[src/rtl/pipe_wb.sv]
// MIPS write-back stage: MEM/WB register with write-data selection, stall/flush and retire count.
// Optional PIPE_WB_TRACE_EN adds a registered retirement trace (trace_valid, trace_pc).
module pipe_wb #(
    parameter int unsigned CNT_W   = 32,
    parameter logic [31:0] RST_PC4 = 32'h0040_0004
) (
    input  logic             clk,
    input  logic             rst,
    input  logic             stall,
    input  logic             flush,
    input  logic             mem_valid,
    input  logic [4:0]       mem_rf_waddr,
    input  logic             mem_rf_wena,
    input  logic             mem_hi_wena,
    input  logic             mem_lo_wena,
    input  logic [31:0]      mem_lo_out,
    input  logic [31:0]      mem_pc4,
    input  logic [31:0]      mem_clz_out,
    input  logic [31:0]      mem_dmem_out,
    input  logic [31:0]      mem_alu_out,
    input  logic [31:0]      mem_hi_out,
    input  logic [31:0]      mem_mul_lo,
    input  logic [31:0]      mem_mul_hi,
    input  logic [31:0]      mem_div_r,
    input  logic [31:0]      mem_div_q,
    input  logic [31:0]      mem_rs_data_out,
    input  logic [2:0]       mem_rf_mux_sel,
    input  logic [1:0]       mem_hi_mux_sel,
    input  logic [1:0]       mem_lo_mux_sel,
    output logic [31:0]      rf_wdata,
    output logic [31:0]      hi_wdata,
    output logic [31:0]      lo_wdata,
    output logic [4:0]       rf_waddr,
    output logic             rf_wena,
    output logic             hi_wena,
    output logic             lo_wena,
    output logic             wb_valid,
    output logic [31:0]      wb_pc4,
    output logic [CNT_W-1:0] retire_count
`ifdef PIPE_WB_TRACE_EN
    ,
    output logic             trace_valid,
    output logic [31:0]      trace_pc
`endif
);

    logic [31:0] rf_sel_data;
    logic [31:0] hi_sel_data;
    logic [31:0] lo_sel_data;
    logic        capture;
    logic        retire;

    // Flush has priority over stall; anything else is a capture edge.
    assign capture = !flush && !stall;
    assign retire  = capture && mem_valid;

    always_comb begin
        rf_sel_data = '0;
        unique case (mem_rf_mux_sel)
            3'd0: rf_sel_data = mem_lo_out;
            3'd1: rf_sel_data = mem_pc4;
            3'd2: rf_sel_data = mem_clz_out;
            3'd3: rf_sel_data = '0;
            3'd4: rf_sel_data = mem_dmem_out;
            3'd5: rf_sel_data = mem_alu_out;
            3'd6: rf_sel_data = mem_hi_out;
            3'd7: rf_sel_data = mem_mul_lo;
        endcase
    end

    always_comb begin
        hi_sel_data = '0;
        unique case (mem_hi_mux_sel)
            2'd0: hi_sel_data = mem_div_r;
            2'd1: hi_sel_data = mem_mul_hi;
            2'd2: hi_sel_data = mem_rs_data_out;
            2'd3: hi_sel_data = '0;
        endcase
    end

    always_comb begin
        lo_sel_data = '0;
        unique case (mem_lo_mux_sel)
            2'd0: lo_sel_data = mem_div_q;
            2'd1: lo_sel_data = mem_mul_lo;
            2'd2: lo_sel_data = mem_rs_data_out;
            2'd3: lo_sel_data = '0;
        endcase
    end

    always_ff @(posedge clk or negedge rst) begin
        if (!rst) begin
            rf_wdata <= '0;
            hi_wdata <= '0;
            lo_wdata <= '0;
            rf_waddr <= '0;
            rf_wena  <= 1'b0;
            hi_wena  <= 1'b0;
            lo_wena  <= 1'b0;
            wb_valid <= 1'b0;
            wb_pc4   <= RST_PC4;
        end else if (flush) begin
            // Bubble: kill the write-back but keep the data for debug visibility.
            rf_wena  <= 1'b0;
            hi_wena  <= 1'b0;
            lo_wena  <= 1'b0;
            wb_valid <= 1'b0;
        end else if (!stall) begin
            rf_wdata <= rf_sel_data;
            hi_wdata <= hi_sel_data;
            lo_wdata <= lo_sel_data;
            rf_waddr <= mem_rf_waddr;
            rf_wena  <= mem_rf_wena & mem_valid & (mem_rf_waddr != 5'd0);
            hi_wena  <= mem_hi_wena & mem_valid;
            lo_wena  <= mem_lo_wena & mem_valid;
            wb_valid <= mem_valid;
            wb_pc4   <= mem_pc4;
        end
    end

    always_ff @(posedge clk or negedge rst) begin
        if (!rst) begin
            retire_count <= '0;
        end else if (retire) begin
            retire_count <= retire_count + CNT_W'(1);
        end
    end

`ifdef PIPE_WB_TRACE_EN
    always_ff @(posedge clk or negedge rst) begin
        if (!rst) begin
            trace_valid <= 1'b0;
            trace_pc    <= '0;
        end else begin
            trace_valid <= retire;
            if (capture) begin
                trace_pc <= mem_pc4 - 32'd4;
            end
        end
    end
`endif

endmodule

[config.mk]
export PLATFORM = sky130hd
export DESIGN_NAME = pipe_wb
export DESIGN_NICKNAME = d
export VERILOG_FILES = /design/src/rtl/pipe_wb.sv
export SDC_FILE = /design/constraint.sdc
export NUM_CORES = 1
export LEC_CHECK = 0
export CAP_MARGIN = 20
export CELL_PAD_IN_SITES_DETAIL_PLACEMENT = 1
export CELL_PAD_IN_SITES_GLOBAL_PLACEMENT = 1
export CORE_AREA = 2 2 211 213
export DETAILED_ROUTE_END_ITERATION = 10
export DIE_AREA = 0 0 213 215
export DONT_BUFFER_PORTS = 1
export GPL_ROUTABILITY_DRIVEN = 0
export PLACE_DENSITY_LB_ADDON = 0.1
export SYNTH_ARGS = -nofsm -noshare
export SYNTH_HDL_FRONTEND = slang
export SYNTH_SLANG_ARGS = --single-unit
[constraint.sdc]
create_clock -name clk -period 2.6 [get_ports clk]
set_clock_uncertainty 0.1 [all_clocks]
set_input_delay 0.26 -clock clk [delete_from_list [all_inputs] [get_ports clk]]
set_output_delay 0.26 -clock clk [all_outputs]
set_load 0.02 [all_outputs]
==> flow_metrics.tcl <==
set metrics [dict create \
    io_pins 541 \
    synth_cell_type_count 45 \
    synth_ff_type "dfrtp_1" \
    worst-slew-pin-transition_ns 0.925 \
    firstDrtPassIters 4 \
    ys_seq_elements 169 \
    initial_utilization 0.218 \
    antenna_found_initial 14 \
    synth_area_leaders "dfrtp_1 (44%), nand2_1 (9.5%), mux2i_1 (8.5%), o21ai_0 (5.4%), a21oi_1 (5.1%)" \
    drc 0 \
    cts_resized 0 \
    area_growth_pct 36.5 \
    fin_tns_setup_ns 0 \
    hold_class "in -> async" \
    critPathLaunchType "primary input" \
    rows 77 \
    path_max_fanout 68 \
    track_usage 0.214 \
    end_kind "flop" \
    layout_min_cycle_time_ns 2.16 \
    slew_headroom 0.382 \
    post-route-period-util 0.832 \
    htreeDepth 4 \
    seq_area_frac_synth 0.444 \
    final_nets 1683 \
    core-area_sq_mm 0.0436 \
    power_w 0.00755 \
    grt_pass1_wl_um 69800 \
    stdcell_count 1924 \
    vias 9124 \
    worstPathRequired_ns 2.93 \
    dp_hpwl_um 36500 \
    overflow 0 \
    vdd_drop_max_mv 0.375 \
    synth_common_cells "nand2_1 (241), dfrtp_1 (167), nor2_1 (129)" \
    drv_slew 0 \
    grt_max_degree 170 \
    wl_um 49200 \
    post_drt_wl_per_cell_um 25.6 \
    cap_violations 0 \
    violations "negative hold slack" \
    ys_warn_count 0 \
    synthCells 1125 \
    drive_gt1_frac 0.0642 \
    cts-root-buf "clkbuf_16" \
    holdBufCountCts 234 \
    fmax_mhz 463 \
    post-synth-top-count-cell "nand2_1" \
    via_per_inst 4.74 \
    synth_area_per_cell_sq_um 8.47 \
    holdWs_ns -0.630 \
    hold_violations 169 \
    power-per-cell-area_mw_per_mm2 580 \
    die_area_sq_mm 0.0458 \
    portBuffers 0 \
    p_leak_nw 5.67 \
    startpoint "mem_rf_mux_sel[0]" \
    status "finished, violations left" \
    post_cts_buffers 0 \
    synth_fp_nets 1498 \
    clock_latency_ns 0.49 \
    setup_viol 0 \
    syn_area_sq_mm 0.00953 \
    grt_pass1_vias 10021 \
    drtIter0Drc 406 \
    dpl.cell_count 1649 \
    synthArstFlopShare 1.00 \
    chipWidth_um 213 \
    numCtsBuffers 17 \
    critical_path_class "in -> reg" \
    fillers 5139 \
    cts_sinks 169 \
    synth_edf_count 0 \
    cp.arrival_ns 2.49 \
    synth_top_area_frac 0.439 \
    cts_tree "done" \
    clk_pin_slew_ns 0.06 \
    synth_largest_area_cell "dfrtp_1" \
    die_y_um 215 \
    rsz0062_at_grt "no" \
    clockBufferDepth 2 \
    antenna_left 0 \
    reg2reg_from "retire_count[4]" \
]
critical path, stage by stage:
cell,delay [ns]
dlygate4sd3_1,0.67
a211oi_1,0.21
a21oi_1,0.07
dlygate4sd3_1,0.57
o21ai_0,0.14
dlygate4sd3_1,0.56
registers in the layout, indices dropped and copies added (netlist names):
signal and count:
rf_waddr 5, hi_wdata 32, wb_pc4 32, wb_valid 1
rf_wdata 32, lo_wdata 32, lo_wena 1, retire_count 32
rf_wena 1, hi_wena 1
per-layer routing:
metal  global-route usage  up-vias  part of all wire  wire (um)
li1                     -     4229                 -          -
met1                0.239     4520              0.39      19300
met2                0.373      331              0.50      24800
met3               0.0845       38             0.089       4380
met4               0.0632        6             0.016        775
met5                    0        -           0.00071         35
cells by family (layout without fill, tap and decap cells):
family,count (synthesis),in the layout,synth area share
AND/OR/NAND/NOR,424,424,0.185
AO/OA/AOI/OAI,285,285,0.176
flip-flops,169,169,0.444
buffers and inverters,109,307,0.0468
multiplexers,106,106,0.118
XOR/XNOR,31,31,0.0285
adder cells (fa/ha/maj),1,1,0.00131
other,0,9,0
through the flow:
stage	setup slack, ns	utilization	cell area (sq um)
6_report	0.438	0.298	13000
5_1_grt	0.277	0.297	13000
4_1_cts	0.409	0.297	13000
2_1_floorplan	0.603	-	9530
3_3_place_gp	0.461	0.231	10100
3_5_place_dp	0.422	0.231	10100
final timing paths:
path / endpoint / depth (start not counted) / slack, ns
worst max register to register: retire_count[29] / 5 / 0.44
worst min register to register: wb_pc4[22] / 2 / 0.42
worst min-delay path: hi_wdata[27] / 0 / -0.63
worst max-delay path: rf_wdata[27] / 6 / 0.44
max in group asynchronous: wb_pc4[22] / 0 / 2.70
min in group clk: rf_wdata[6] / 4 / 0.03
cell type report:
class,count,area [sq um],share of cell area
clock buffers,24,472,0.0363
clock inverters,8,73.8,0.00568
repair buffers,252,2500,0.192
diodes,9,22.5,0.00173
multi-input cells,847,4870,0.375
flip-flops and latches,169,4230,0.325
inverters,23,86.3,0.00664
well taps,592,741,0.0570
report_power, final:
part | switching, W | internal (W) | leakage (nW)
combinational | 0.000576 | 0.000715 | 3.25
sequential | 0.000763 | 0.00295 | 2.16
clock | 0.00118 | 0.00136 | 0.264
total | 0.00252 | 0.00503 | 5.67
layout by cell type, fill, tap and decap left out, types with 4 or more instances in the layout:
cell type,n
nand2_1,241
dlygate4sd3_1,234
dfrtp_1,167
nor2_1,127
o21ai_0,103
a21oi_1,97
mux2i_1,81
a22o_1,26
xnor2_1,22
inv_1,22
mux2_2,22
o211ai_1,19
nand3_1,18
clkbuf_16,17
buf_4,16
o22ai_1,11
a22oi_1,11
diode_2,9
xor2_1,9
a221oi_1,8
o2bb2ai_1,6
nand4_1,5
and3_1,5
clkbuf_1,5
nor2b_1,4
clkinv_2,4
No activity file was read; power rests on OpenSTA's default activity.
